[src/rtl/qif_sweep_scheduler_pkg.sv]
// qif_pkg: shared constants, FSM state type and the QIF arithmetic used by
// qif_sweep_scheduler.
//   V_RESET_DEF / V_PEAK_DEF : default post-spike value and spike threshold
//   state_t                  : sweep FSM states
//   sat8()                   : clamp a 16-bit signed sum to [-128, 127]
//   qif_step()               : one QIF membrane update, no spike test
package qif_pkg;

    localparam logic signed [7:0] V_RESET_DEF = -8'sd20;
    localparam logic signed [7:0] V_PEAK_DEF  = 8'sd50;

    typedef enum logic {IDLE, RUN} state_t;

    function automatic logic signed [7:0] sat8(input logic signed [15:0] x);
        if (x > 16'sd127)
            return 8'sh7f;
        else if (x < -16'sd128)
            return 8'sh80;
        else
            return x[7:0];
    endfunction

    // V + (B >>> 2) + (V*V >> 4), summed in 16-bit signed.
    // V*V is formed from |V| so the square stays an unsigned 15-bit value
    // (128*128 = 16384 is the largest case).
    function automatic logic signed [7:0] qif_step(input logic signed [7:0] v,
                                                   input logic signed [7:0] b);
        logic [7:0]         mag;
        logic [14:0]        sq;
        logic signed [15:0] v16;
        logic signed [15:0] b16;
        logic signed [15:0] sum;
        mag = v[7] ? 8'(-v) : v;
        sq  = 15'(mag) * 15'(mag);
        v16 = {{8{v[7]}}, v};
        b16 = {{8{b[7]}}, b};
        sum = v16 + (b16 >>> 2) + $signed({5'b0, sq[14:4]});
        return sat8(sum);
    endfunction

endpackage

[src/rtl/qif_sweep_scheduler_if.sv]
// Configuration and spike-event bus of qif_sweep_scheduler.
//   cfg_we/cfg_addr/cfg_data : write strobe, neuron index, signed B value
//   evt_valid/evt_ready      : spike-event handshake toward the spike router
//   evt_id                   : index of the spiking neuron at the FIFO head
// master = scheduler side, slave = configuring / event-consuming side.
interface qif_sweep_scheduler_if #(
    parameter int IDX_W = 3
) ();
    logic             cfg_we;
    logic [IDX_W-1:0] cfg_addr;
    logic [7:0]       cfg_data;
    logic             evt_valid;
    logic             evt_ready;
    logic [IDX_W-1:0] evt_id;

    modport master (
        input  cfg_we, cfg_addr, cfg_data, evt_ready,
        output evt_valid, evt_id
    );

    modport slave (
        output cfg_we, cfg_addr, cfg_data, evt_ready,
        input  evt_valid, evt_id
    );
endinterface

[src/rtl/qif_sweep_scheduler_fifo.sv]
// spike_event_fifo: small circular FIFO of spike ids.
//   clk, rst_n      : clock, asynchronous active-high reset
//   push, push_data : write request; accepted when not full, or when full and
//                     a pop happens in the same cycle
//   full            : FIFO holds DEPTH entries
//   pop             : read request, only acts while valid
//   valid, head     : non-empty flag and head entry (head reads 0 when empty)
// Dropped pushes are counted by the parent.
module spike_event_fifo #(
    parameter int W     = 3,
    parameter int DEPTH = 4
) (
    input  logic         clk,
    input  logic         rst_n,
    input  logic         push,
    input  logic [W-1:0] push_data,
    output logic         full,
    input  logic         pop,
    output logic         valid,
    output logic [W-1:0] head
);
    localparam int AW = $clog2(DEPTH);

    logic [DEPTH-1:0][W-1:0] mem;
    logic [AW-1:0]           wr_ptr;
    logic [AW-1:0]           rd_ptr;
    logic [AW:0]             count;
    logic                    do_push;
    logic                    do_pop;

    assign valid   = (count != '0);
    assign full    = (count == (AW+1)'(DEPTH));
    assign do_pop  = pop && valid;
    // A full FIFO still accepts a push when the head leaves in the same cycle.
    assign do_push = push && (!full || do_pop);
    assign head    = valid ? mem[rd_ptr] : '0;

    // Pointers wrap naturally because DEPTH is a power of two.
    always_ff @(posedge clk or posedge rst_n) begin
        if (rst_n) begin
            mem    <= '0;
            wr_ptr <= '0;
            rd_ptr <= '0;
            count  <= '0;
        end else begin
            if (do_push) begin
                mem[wr_ptr] <= push_data;
                wr_ptr      <= wr_ptr + 1'b1;
            end
            if (do_pop)
                rd_ptr <= rd_ptr + 1'b1;
            case ({do_push, do_pop})
                2'b10:   count <= count + 1'b1;
                2'b01:   count <= count - 1'b1;
                default: ;
            endcase
        end
    end
endmodule

[src/rtl/qif_sweep_scheduler.sv]
// qif_sweep_scheduler: one QIF update datapath shared by NUM_NEURONS virtual
// neurons. Each tick sweeps all neurons once in index order, one per cycle.
//   clk, rst_n       : clock; rst_n is an asynchronous reset asserted HIGH
//   tick             : starts a sweep; a tick while busy only sets overrun
//   busy             : sweep in progress
//   sweep_done       : one-cycle pulse after the last neuron update
//   overrun          : sticky, cleared only by reset
//   obs_addr, obs_v  : registered V observation port (out of range -> 0)
//   drop_cnt         : saturating count of spikes lost to a full FIFO
//   bus (master)     : B configuration writes and spike-event stream
module qif_sweep_scheduler
    import qif_pkg::*;
#(
    parameter int               NUM_NEURONS = 8,
    parameter int               IDX_W       = 3,
    parameter int               FIFO_DEPTH  = 4,
    parameter logic signed [7:0] V_RESET    = V_RESET_DEF,
    parameter logic signed [7:0] V_PEAK     = V_PEAK_DEF
) (
    input  logic                    clk,
    input  logic                    rst_n,
    input  logic                    tick,
    output logic                    busy,
    output logic                    sweep_done,
    output logic                    overrun,
    input  logic [IDX_W-1:0]        obs_addr,
    output logic [7:0]              obs_v,
    output logic [7:0]              drop_cnt,
    qif_sweep_scheduler_if.master   bus
);
    state_t                         state_q, state_d;
    logic [IDX_W-1:0]               idx_q, idx_d;
    logic [NUM_NEURONS-1:0][7:0]    v_q;
    logic [NUM_NEURONS-1:0][7:0]    b_q;

    logic                           upd;
    logic                           last;
    logic                           spike;
    logic signed [7:0]              v_cur;
    logic signed [7:0]              b_cur;
    logic signed [7:0]              v_next;
    logic                           fifo_full;
    logic                           drop;
    logic                           cfg_ok;
    logic                           obs_ok;

    assign last   = (idx_q == IDX_W'(NUM_NEURONS - 1));
    assign busy   = (state_q == RUN);
    assign cfg_ok = bus.cfg_we && ({1'b0, bus.cfg_addr} < (IDX_W+1)'(NUM_NEURONS));
    assign obs_ok = ({1'b0, obs_addr} < (IDX_W+1)'(NUM_NEURONS));

    // ---------------- sweep FSM ----------------
    always_ff @(posedge clk or posedge rst_n) begin
        if (rst_n) begin
            state_q <= IDLE;
            idx_q   <= '0;
        end else begin
            state_q <= state_d;
            idx_q   <= idx_d;
        end
    end

    always_comb begin
        state_d = state_q;
        idx_d   = idx_q;
        upd     = 1'b0;
        unique case (state_q)
            IDLE: begin
                if (tick) begin
                    state_d = RUN;
                    idx_d   = '0;
                end
            end
            RUN: begin
                upd = 1'b1;
                if (last)
                    state_d = IDLE;
                else
                    idx_d = idx_q + 1'b1;
            end
            default: state_d = IDLE;
        endcase
    end

    // ---------------- datapath ----------------
    // The spike test looks at the stored V, so a neuron that crosses V_PEAK
    // fires on the following sweep.
    assign v_cur  = $signed(v_q[idx_q]);
    assign b_cur  = $signed(b_q[idx_q]);
    assign spike  = upd && (v_cur >= V_PEAK);
    assign v_next = spike ? V_RESET : qif_step(v_cur, b_cur);

    // A cfg write to the neuron being updated lands in b_q at the same edge,
    // so the update naturally consumes the old B.
    always_ff @(posedge clk or posedge rst_n) begin
        if (rst_n) begin
            v_q <= {NUM_NEURONS{V_RESET}};
            b_q <= '0;
        end else begin
            for (int i = 0; i < NUM_NEURONS; i++) begin
                if (upd && idx_q == IDX_W'(i))
                    v_q[i] <= v_next;
            end
            if (cfg_ok)
                b_q[bus.cfg_addr] <= bus.cfg_data;
        end
    end

    // ---------------- status / observation ----------------
    always_ff @(posedge clk or posedge rst_n) begin
        if (rst_n) begin
            sweep_done <= 1'b0;
            overrun    <= 1'b0;
            obs_v      <= '0;
            drop_cnt   <= '0;
        end else begin
            sweep_done <= upd && last;
            if (tick && busy)
                overrun <= 1'b1;
            obs_v <= obs_ok ? v_q[obs_addr] : '0;
            if (drop && drop_cnt != 8'hff)
                drop_cnt <= drop_cnt + 1'b1;
        end
    end

    // ---------------- spike event queue ----------------
    assign drop = spike && fifo_full && !(bus.evt_valid && bus.evt_ready);

    spike_event_fifo #(
        .W     (IDX_W),
        .DEPTH (FIFO_DEPTH)
    ) u_fifo (
        .clk       (clk),
        .rst_n     (rst_n),
        .push      (spike),
        .push_data (idx_q),
        .full      (fifo_full),
        .pop       (bus.evt_ready),
        .valid     (bus.evt_valid),
        .head      (bus.evt_id)
    );
endmodule
[src/flat_wrapper.sv]
// flat-port wrapper written by rule: the top's interface ports become plain ports
module qif_sweep_scheduler_flat import qif_pkg::*;
#(
    parameter int               NUM_NEURONS = 8,
    parameter int               IDX_W       = 3,
    parameter int               FIFO_DEPTH  = 4,
    parameter logic signed [7:0] V_RESET    = V_RESET_DEF,
    parameter logic signed [7:0] V_PEAK     = V_PEAK_DEF
)
  (clk, rst_n, tick, busy, sweep_done, overrun, obs_addr, obs_v, drop_cnt, bus_cfg_we, bus_cfg_addr, bus_cfg_data, bus_evt_ready, bus_evt_valid, bus_evt_id);
  qif_sweep_scheduler_if #(.IDX_W(IDX_W)) bus_i ();
  input  logic clk;
  input  logic rst_n;
  input  logic tick;
  output logic busy;
  output logic sweep_done;
  output logic overrun;
  input  logic [IDX_W-1:0] obs_addr;
  output logic [7:0] obs_v;
  output logic [7:0] drop_cnt;
  input wire logic [$bits(bus_i.cfg_we)-1:0] bus_cfg_we;
  input wire logic [$bits(bus_i.cfg_addr)-1:0] bus_cfg_addr;
  input wire logic [$bits(bus_i.cfg_data)-1:0] bus_cfg_data;
  input wire logic [$bits(bus_i.evt_ready)-1:0] bus_evt_ready;
  output wire logic [$bits(bus_i.evt_valid)-1:0] bus_evt_valid;
  output wire logic [$bits(bus_i.evt_id)-1:0] bus_evt_id;
  assign bus_i.cfg_we = bus_cfg_we;
  assign bus_i.cfg_addr = bus_cfg_addr;
  assign bus_i.cfg_data = bus_cfg_data;
  assign bus_i.evt_ready = bus_evt_ready;
  assign bus_evt_valid = bus_i.evt_valid;
  assign bus_evt_id = bus_i.evt_id;
  qif_sweep_scheduler #(.NUM_NEURONS(NUM_NEURONS), .IDX_W(IDX_W), .FIFO_DEPTH(FIFO_DEPTH), .V_RESET(V_RESET), .V_PEAK(V_PEAK)) u_core (.clk(clk), .rst_n(rst_n), .tick(tick), .busy(busy), .sweep_done(sweep_done), .overrun(overrun), .obs_addr(obs_addr), .obs_v(obs_v), .drop_cnt(drop_cnt), .bus(bus_i));
endmodule
[config.mk]
export PLATFORM = sky130hd
export DESIGN_NAME = qif_sweep_scheduler_flat
export DESIGN_NICKNAME = d
export VERILOG_FILES = /design/src/rtl/qif_sweep_scheduler_pkg.sv /design/src/rtl/qif_sweep_scheduler_if.sv /design/src/rtl/qif_sweep_scheduler_fifo.sv /design/src/rtl/qif_sweep_scheduler.sv /design/src/flat_wrapper.sv
export SDC_FILE = /design/constraint.sdc
export NUM_CORES = 1
export LEC_CHECK = 0
export BUFFER_PORTS_ARGS = -buffer_cell sky130_fd_sc_hd__buf_2
export CAP_MARGIN = 40
export CORE_MARGIN = 8
export CORE_UTILIZATION = 57
export CTS_CLUSTER_SIZE = 12
export DETAILED_ROUTE_END_ITERATION = 8
export PLACE_DENSITY = 0.87
export SYNTH_ARGS = -nofsm -noshare
export SYNTH_HDL_FRONTEND = slang
export SYNTH_HIERARCHICAL = 1
export SYNTH_SLANG_ARGS = --single-unit
[constraint.sdc]
create_clock -name clk -period 7.6 [get_ports clk]
set_input_delay 1.52 -clock clk [delete_from_list [all_inputs] [get_ports clk]]
set_output_delay 1.52 -clock clk [all_outputs]
set_load 0.01 [all_outputs]
; After elaboration in Yosys (flattened, before gate mapping)
; Index checks and enable logic that the tools add are counted.
[word_totals]
in_bits = 19
romBits = 0
latch_bits = 0
mem_count = 0
elab_cells = 114
out_inout_bits = 23
ramBits = 0
reg_bits = 169
[op_classes]
mul = 1
div_mod_pow = 0
addsub = 9
n_mux = 27
reduce_logical = 24
bitwise_logic = 1
shifts = 0
n_eq_ne = 13
n_lt_le_gt_ge = 10
[ops]
columns = operator, n
row1 = $bmux 8 s3, 3
row2 = $bwmux 64, 1
row3 = $mux 8, 8
row4 = $demux 8 s3, 1
row5 = $logic_and 1x1->1, 17
row6 = $add 16x12->16, 1
row7 = $gt 16x8->1 const B, 1
row8 = $lt 16x8->1 const B, 1
row9 = $eq 3x3->1 const B, 5
row10 = $mul 8x8->15, 1
row11 = $mux 3, 5
row12 = $bwmux 12, 1
row13 = $lt 3x4->1 const B, 3
row14 = $pmux 3 s2, 2
row15 = $add 8x6->9, 1
row16 = $add 8x1->8 const B, 1
row17 = $ge 8x7->1 const B, 1
row18 = $ne 8x8->1 const B, 1
row19 = $neg 8->8, 1
row20 = $add 3x1->3 const B, 2
row21 = $bmux 3 s2, 1
row22 = $demux 3 s2, 1
row23 = $eq 3x2->1 const B, 2
row24 = $lt 2x3->1 const B, 2
row25 = other kinds (17), 22

; Longest topological paths before layout
; Gate-level depths: netlist of the first run.
[logic_depth]
ltp_word = 10
depth_mapped = 37
depth_no_buf = 34

; Modules after synthesis
; The synthesis of the first run kept the hierarchy.
[modules_own_cells]
columns = mod, cells_each, seq_area_each_um2, area_per_inst_um2, n_inst
row1 = qif_sweep_scheduler, 811, 3403.3, 9136.3, 1
row2 = spike_event_fifo, 73, 475.5, 973.4, 1

; Worst setup path before layout of the first run
; OpenSTA, ideal clock, no wires.
[synth_timing]
kind = register to register
from = register u_core.idx_q[0]
to = register u_core/v_q[1] (netlist bit)
synth_period_minus_slack_ns = 8.382
n_path_buf = 3
required_time_ns = 7.522
arrival_ns = 8.305
setup_time_ns = 0.078
path_stages_with_launch = 34
setup_slack_ns = -0.782
path_cell_list = dfrtp_1 buf_6 buf_4 mux4_2 mux2i_4 ha_1 a31oi_1 xnor2_2 or2_1 inv_1 fa_1 fa_1 inv_1 fa_1 fa_1 inv_1 ha_1 a21oi_1 o21bai_1 a21oi_1 o21bai_1 a21oi_1 o31ai_4 xnor2_1 fa_1 ha_1 nand3_1 nor2_1 a221oi_1 xnor2_1 o41ai_1 buf_2 nand2_1 a21oi_1
[synth_via]
elab_chain_cells = 10
word_cells_on_any_way = 18
classes_between = 3 x add/sub / 1 x mul / 3 x order compare / 8 x mux / 3 x reduce/logical
[synth_rtl]
columns = item, line_no
row1 = start: declaration, qif_sweep_scheduler.sv:32  ; logic [IDX_W-1:0] idx_q, idx_d;
row2 = start signal: assignment, qif_sweep_scheduler.sv:59  ; idx_q <= idx_d;
row3 = $bmux 8 s3, qif_sweep_scheduler.sv:88  ; assign v_cur = $signed(v_q[idx_q]);
row4 = $mux 8 (not written as such), qif_sweep_scheduler.sv:88
row5 = $neg 8->8, qif_sweep_scheduler_pkg.sv:33  ; mag = v[7] ? 8'(-v) : v;
row6 = $mux 8, qif_sweep_scheduler_pkg.sv:33
row7 = $mul 8x8->15, qif_sweep_scheduler_pkg.sv:34  ; sq = 15'(mag) * 15'(mag);
row8 = $add 16x12->16, qif_sweep_scheduler_pkg.sv:37  ; sum = v16 + (b16 >>> 2) + $signed({5'b0, sq[14:4]});
row9 = $lt 16x8->1, qif_sweep_scheduler_pkg.sv:17  ; else if (x < -16'sd128)
row10 = $mux 8, qif_sweep_scheduler_pkg.sv:17
row11 = $mux 8, qif_sweep_scheduler_pkg.sv:15  ; if (x > 16'sd127)
row12 = $mux 8, qif_sweep_scheduler.sv:91  ; assign v_next = spike ? V_RESET : qif_step(v_cur, b_cur);
row13 = end signal: assignment, qif_sweep_scheduler.sv:97  ; v_q <= {NUM_NEURONS{V_RESET}};
row14 = end signal: indexed assignment, qif_sweep_scheduler.sv:102  ; v_q[i] <= v_next;
row15 = end: declaration, qif_sweep_scheduler.sv:33  ; logic [NUM_NEURONS-1:0][7:0] v_q;
; Several ways; a longest one is shown, not always the timed one. The select of a mux whose other input is x is not followed.
; A chain may end at the register's enable or synchronous reset.

; Worst setup path after layout of the first run
[layout_timing]
from = register u_core.idx_q[0]
to = register u_core/v_q[29] (netlist bit)
; The elaborated chain is that of the path after synthesis.

==> impl_results.md, run 1 <==
* Status: complete, but fails checks
* Failing checks: negative setup slack
* Warnings from Yosys at 6
* Cell area after layout at about 0.013 mm²
* Post-DP HPWL at about 19,000 µm
* Syn avg cell area at 11.4 µm²
* Req. time, crit path at 7.92 ns
* Clock skew at 0.0139 ns
* Slew headroom at about 44%
* Top Metal Used: met4
* Crit path DAT at 8.43 ns
* WS Path Type: flop to flop
* Cell with the most instances after synthesis: dfrtp_1
* Area of the multi-input gates at between 0.006 and 0.007 mm²
* Layout cells sized above 1 at 46.4%
* Hold Path Stages at 1
* Register area at a little under 0.004 mm²
* Number of synthesized flops with an enable pin at 0
* FF-to-FF End: u_core/v_q[29]
* CP endpoint: u_core/v_q[29]
* Hold WC Path Type: flop to flop
* Yosys top cell by area: dfrtp_1
* Worst path most repeated cell: fa_1
* Synth top area cells: dfrtp_1 (28%), mux4_2 (10%), dfstp_2 (10%)
* Row count at 48
* Yosys reg bits at 153
* CTS root buf: clkbuf_16
* Fmax at 123 MHz
* Worst Setup End Kind: flop
* Pins Over Slew Limit at 0
* Starting Density at slightly below 60%
* CP Max Fanout at 8
* Final hold viol count at 0
* DIE HEIGHT at between 100 and 150 µm
* CTS tree: built
* Total CTS buffers at 17
* ANT cells at 0
* Setup_tns at -22.47 ns
* Clock transition at path regs at 0.07 ns
* Nets at 1,159
* GRT Total Usage at 26.6%
* Final worst slack at -0.511 ns
* Worst reg2reg path startpoint: u_core/idx_q[0]
* Max-cap viol count at 0
* First DRT Iteration DRCs at 958
* Worst-Skew Late Latency at 0.43 ns
* DP Area at 0.0117 mm²
* Netlist cell types at 65
* DRC Markers at 0
* Via count at about 8,300
* Clock Tree Buf Depth at 2
* Startpoint Class: flop
* Setup crit start: u_core/idx_q[0]
* WL/cell at 23.4 µm
* Initial DRT Pass Iterations at 5
* Fin crit period at roughly 8 ns
* Asr flop ratio synth at 100%
* WL met2 at 14,700 µm
* Finish-stage setup viols at 63
* CP max stage delay at 0.54 ns
* Worst-Margin Slew at 0.845 ns
* Die area at 0.0223 mm²
* Mapped cell area at between 0.01 and 0.015 mm²
* PortBufs at 39
* Layout area overhead at 28.0%
* Seq/Total Area, Yosys at 38.4%
* Final wirelength at 30,100 µm
* Vias in the first global route at ~8,600
* Ports at between 40 and 50
* Commonest cells in the netlist: dfrtp_1 (113), nand2_1 (92), mux2_2 (71), inv_1 (69), ha_1 (54)
* WL met3 at 2920 µm
* Slowest-stage cell, CP: mux4_2
* Via density at 6.42
* # fillers at ~970
* Period utilisation layout at 107%
* RD Place Congestion at 0.884
* Largest net degree at the start of global routing at 62
* Top cell type's share of synthesized area at 28.0%
* Total congestion overflow at 0
* DRT met1 WL at 10,800 µm
* Initial antenna violation count at 0
* Clock sinks at approximately 150
* Register-to-Register Path Depth at 32
* RSZ-0062 raised after global routing: true
* Core area at between 0.015 and 0.02 mm²
* R2R Setup Slk at -0.51 ns
* First-pass GRT wire length at 46,200 µm
* H-Tree Depth at 4
* Hold Buf Count CTS at 0
* Mapped Cells at 884
* Final ANT Viol Nets at 0
* Die X-Extent at 149 µm
* Ys flop type: dfrtp_1
[timing repair]
item	CTS	global route
hold endpoints to repair	0	0
buffers inserted	10	8
endpoints found under the setup margin	64	64
cloned	1	0
pin swaps	46	35
resized for setup	74	48
[flip-flops by register name, summed over array words and instances, names as in the netlist, 2 cells and up]
name,count
u_core/v_q,64
u_core/b_q,48
u_core/u_fifo/mem,12
u_core/drop_cnt,8
u_core/obs_v,8
u_core/idx_q,3
u_core/u_fifo/count,3
u_core/u_fifo/rd_ptr,2
u_core/u_fifo/wr_ptr,2
[layer usage]
layer / GRT usage [%] / vias up
met5: 0 / -
met4: 14.1 / 0
met3: 6.58 / 179
met2: 43.8 / 579
met1: 31.7 / 4034
li1: - / 3462
[cell families (layout without fill, tap and decap cells)]
family                   count (synthesis)  in the layout  share of synthesized area [%]
adder cells (fa/ha/maj)                 93             93                           14.4
flip-flops                             153            153                           38.4
other                                    2              7                         0.0743
AO/OA/AOI/OAI                          149            149                           9.54
AND/OR/NAND/NOR                        221            221                           10.4
multiplexers                           128            128                           19.6
buffers and inverters                   98            269                           3.92
XOR/XNOR                                40             40                           3.69
[area by class of cell]
type                    count  area share, %
multi-input cells         638           51.2
flip-flops and latches    153           30.0
repair buffers            165           9.75
clock buffers              21           3.81
well taps                 225           2.18
inverters                  72           2.11
clock inverters            11          0.948
[stage by stage]
stage | instances | worst slack (ns) | hold WS [ns] | util [%]
3_3_place_gp | 1234 | -0.207 | 0.474 | 67.4
3_5_place_dp | 1239 | -0.363 | 0.468 | 67.6
5_1_grt | 1285 | -0.784 | 0.501 | 74.8
2_1_floorplan | 889 | -0.0504 | 0.464 | -
4_1_cts | 1279 | -0.245 | 0.489 | 73.3
6_report | 1285 | -0.511 | 0.488 | 74.8
[placed cells by master, fill, tap and decap left out, types with 8 or more instances in the layout]
cell type    n
nor2_1      32
fa_1        37
dfstp_2     40
o21ai_0     26
nor2_4      17
mux2_2      70
o211ai_1    33
dfrtp_1    111
nand2_1     82
o21ai_2      8
xnor2_1     17
a21oi_1      9
inv_1       60
ha_4        10
xor2_1      12
mux4_2      47
a21oi_2     29
ha_1        43
buf_2       43
inv_2       10
buf_4      108
clkbuf_16   19
and2_1      11
[worst min path at each step]
stage                       startpoint                 end  slack [ns]
floorplan               u_core/v_q[55]      u_core/v_q[55]        0.46
global placement    u_core/drop_cnt[4]  u_core/drop_cnt[4]        0.47
detailed placement      u_core/overrun      u_core/overrun        0.47
CTS                     u_core/overrun      u_core/overrun        0.49
global route            u_core/overrun      u_core/overrun        0.50
finish                  u_core/overrun      u_core/overrun        0.49
[worst max-delay path, delay by kind of cell (launching register included)]
kind | cells | cell delay (ns)
adder cells (fa/ha/maj) | 7 | 2.91
AO/OA/AOI/OAI | 10 | 1.88
buffers and inverters | 7 | 0.90
multiplexers | 2 | 0.76
AND/OR/NAND/NOR | 4 | 0.73
flip-flops | 1 | 0.47
XOR/XNOR | 2 | 0.33
Power of run 1 is not shown: default switching activity piles up to over one toggle a cycle in this logic, so the estimate is an artifact.
==> run 2: changes to the inputs <==
--- a/config.mk
+++ b/config.mk
@@ -5,13 +5,13 @@
 export SDC_FILE = /design/constraint.sdc
 export NUM_CORES = 1
 export LEC_CHECK = 0
-export BUFFER_PORTS_ARGS = -buffer_cell sky130_fd_sc_hd__buf_2
 export CAP_MARGIN = 40
 export CORE_MARGIN = 8
-export CORE_UTILIZATION = 57
+export CORE_UTILIZATION = 59
 export CTS_CLUSTER_SIZE = 12
 export DETAILED_ROUTE_END_ITERATION = 8
-export PLACE_DENSITY = 0.87
+export DONT_BUFFER_PORTS = 1
+export PLACE_DENSITY = 0.88
 export SYNTH_ARGS = -nofsm -noshare
 export SYNTH_HDL_FRONTEND = slang
 export SYNTH_HIERARCHICAL = 1
==> run 2 against run 1 <==
Against the previous run: the run still ends with negative setup slack left; worst hold slack better by 0.0047 ns; final cell count decreased by 3.0%; flip-flop and latch count unchanged; die area shrank 3.0%.
==> impl_results.md, run 2 (same netlist as run 1, synthesis figures left out) <==
* Status: complete, but fails checks
* Failing checks: negative setup slack
* Die area at 0.0216 mm² (-3.0%)
* Layout cells sized above 1 at 44.5% (-1.9 points)
* Final hold viol count at 0 (unchanged)
* Fin crit period at 8.17 ns (+0.0547 ns)
* Clock skew at 0.0129 ns (-0.000992 ns)
* Finish-stage setup viols at 64 (+1.6%)
* CTS root buf: clkbuf_16
* First DRT Iteration DRCs at 1,122 (+17%)
* DIE HEIGHT at 147 µm (-1.5%)
* Via density at 6.74 (+4.9%)
* DRC Markers at 0 (unchanged)
* CP Max Fanout at 8 (unchanged)
* Final worst slack at -0.566 ns (-0.0547 ns)
* Core area at 0.0170 mm² (-1.7%)
* CTS tree: built
* Nets at 1,120 (-3.4%)
* Ports at 42 (unchanged)
* GRT Total Usage at 26.9% (+0.38 points)
* Clock Tree Buf Depth at 2 (unchanged)
* # fillers at 920 (-5.3%)
* ANT cells at 0 (unchanged)
* Total CTS buffers at 17 (unchanged)
* Worst-Margin Slew at 0.866 ns (+0.0206 ns)
* Most frequent cells in the layout: dfrtp_1 (111), buf_4 (107), nand2_1 (82)
* Clock sinks at 153 (unchanged)
* Regs by FF count: u_core/v_q x64, u_core/b_q x48, u_core/u_fifo/mem x12
* Fmax at 122 MHz (-0.67%)
* Post-DP HPWL at 18,700 µm (-0.51%)
* PortBufs at 0 (-100%)
* Starting Density at 59.5% (+1.0 points)
* Slew headroom at 42.3% (-1.3 points)
* First-pass GRT wire length at 46,000 µm (-0.36%)
* CP max stage delay at 0.54 ns (about the same)
* Initial antenna violation count at 1 (+1)
* Worst path most repeated cell: fa_1
* Register-to-Register Path Depth at 34 (+6.3%)
* Slowest-stage cell, CP: fa_1
* Row count at 48 (unchanged)
* Initial DRT Pass Iterations at 8 (+3)
* WL/cell at 24.9 µm (+6.0%)
* RD Place Congestion at 0.913 (+3.3%)
* Req. time, crit path at 7.94 ns (+0.02 ns)
* Final ANT Viol Nets at 0 (unchanged)
* WS Path Type: flop to flop
* Clock transition at path regs at 0.07 ns (about the same)
* Worst-Skew Late Latency at 0.44 ns (about the same)
* Total congestion overflow at 0 (unchanged)
* Startpoint Class: flop
* Max-cap viol count at 0 (unchanged)
* Final wirelength at 31,000 µm (+2.8%)
* Pre-CTS setup slack at -0.488 ns (-0.126 ns)
* H-Tree Depth at 4 (unchanged)
* Hold WC Path Type: flop to flop
* Crit path DAT at 8.51 ns (+0.08 ns)
* Via count at 8,396 (+1.7%)
* Max reg flops at 64 (unchanged)
* Layout area overhead at 26.0%
* Vias in the first global route at 8,493 (-1.0%)
* Largest net degree at the start of global routing at 70 (+13%)
* R2R Setup Slk at -0.57 ns (-0.05 ns)
* Period utilisation layout at 107% (+0.72 points)
* Worst Setup End Kind: flop
* Commonest non-fill, non-tap cell in the layout: dfrtp_1
* Hold Path Stages at 2 (+1)
* Pins Over Slew Limit at 0 (unchanged)
* Biggest register: u_core/v_q
* Die X-Extent at 147 µm (-1.5%)
* RSZ-0062 raised after global routing: true
==> run 2: cell count changes in the layout (fill, tap and decap cells not counted), sizes merged <==
| cell | before | now |
|---|---|---|
| buf | 165 | 126 |
| clkbuf | 21 | 17 |
| inv | 77 | 81 |
==> run 2: layer usage <==
layer	share of wire (%)	vias up	global-route usage, %	wire, µm
met3	10	225	6.21	3220
li1	-	3379	-	-
met4	6.3	2	13.6	1950
met2	49	650	45.6	15200
met5	0.039	-	0.238	12
met1	34	4140	31.8	10600
==> run 2: metrics by stage <==
stage / hold slack [ns] / std cells / TNS [ns] / utilization (%) / instance area [µm²]
after global placement: 0.477 / 1188 / -11.83 / 67.4 / 11400
after global routing: 0.505 / 1246 / -40.17 / 74.9 / 12700
after floorplan: 0.464 / 889 / -1.26 / - / 10500
after CTS: 0.483 / 1240 / -18.56 / 73.7 / 12500
final: 0.492 / 1246 / -28.11 / 74.9 / 12700
after detailed placement: 0.489 / 1192 / -23.59 / 67.5 / 11500
==> run 2: worst paths after layout <==
path,startpoint,end
worst max-delay path,u_core/idx_q[0],u_core/v_q[2]
worst min-delay path,u_core/v_q[39],u_core/v_q[39]
worst max register to register,u_core/idx_q[0],u_core/v_q[2]
worst min register to register,u_core/v_q[39],u_core/v_q[39]
max in group asynchronous,rst_n,u_core/idx_q[0]
min in group asynchronous,rst_n,u_core/u_fifo/count[0]
==> run 2: critical path: cells and delay by family (launching register included) <==
| family | cells | cell delay (ns) |
|---|---|---|
| and+or+nand+nor | 8 | 1.28 |
| adders and majority gates | 7 | 3.00 |
| muxes | 2 | 0.81 |
| xor gates and xnor gates | 3 | 0.50 |
| buffers and inverters | 9 | 1.13 |
| DFF | 1 | 0.39 |
| AOI/OAI and AO/OA | 5 | 0.93 |
==> run 2: area by class of cell <==
type                    count  area [µm²]  area share (%)
clock buffers              17         425            3.34
clock inverters            15         173            1.36
inverters                  72         277            2.17
multi-input cells         638        6600            51.8
flip-flops and latches    153        3880            30.5
well taps                 225         282            2.21
repair buffers            126        1100            8.66
==> run 2: what timing repair did <==
item	CTS	global route
setup endpoints to repair	64	64
pin swaps	50	46
cloned	1	0
setup buffers	16	9
hold buffers	0	0
gates resized for setup	79	36
Power of run 2 is left out for the same reason.
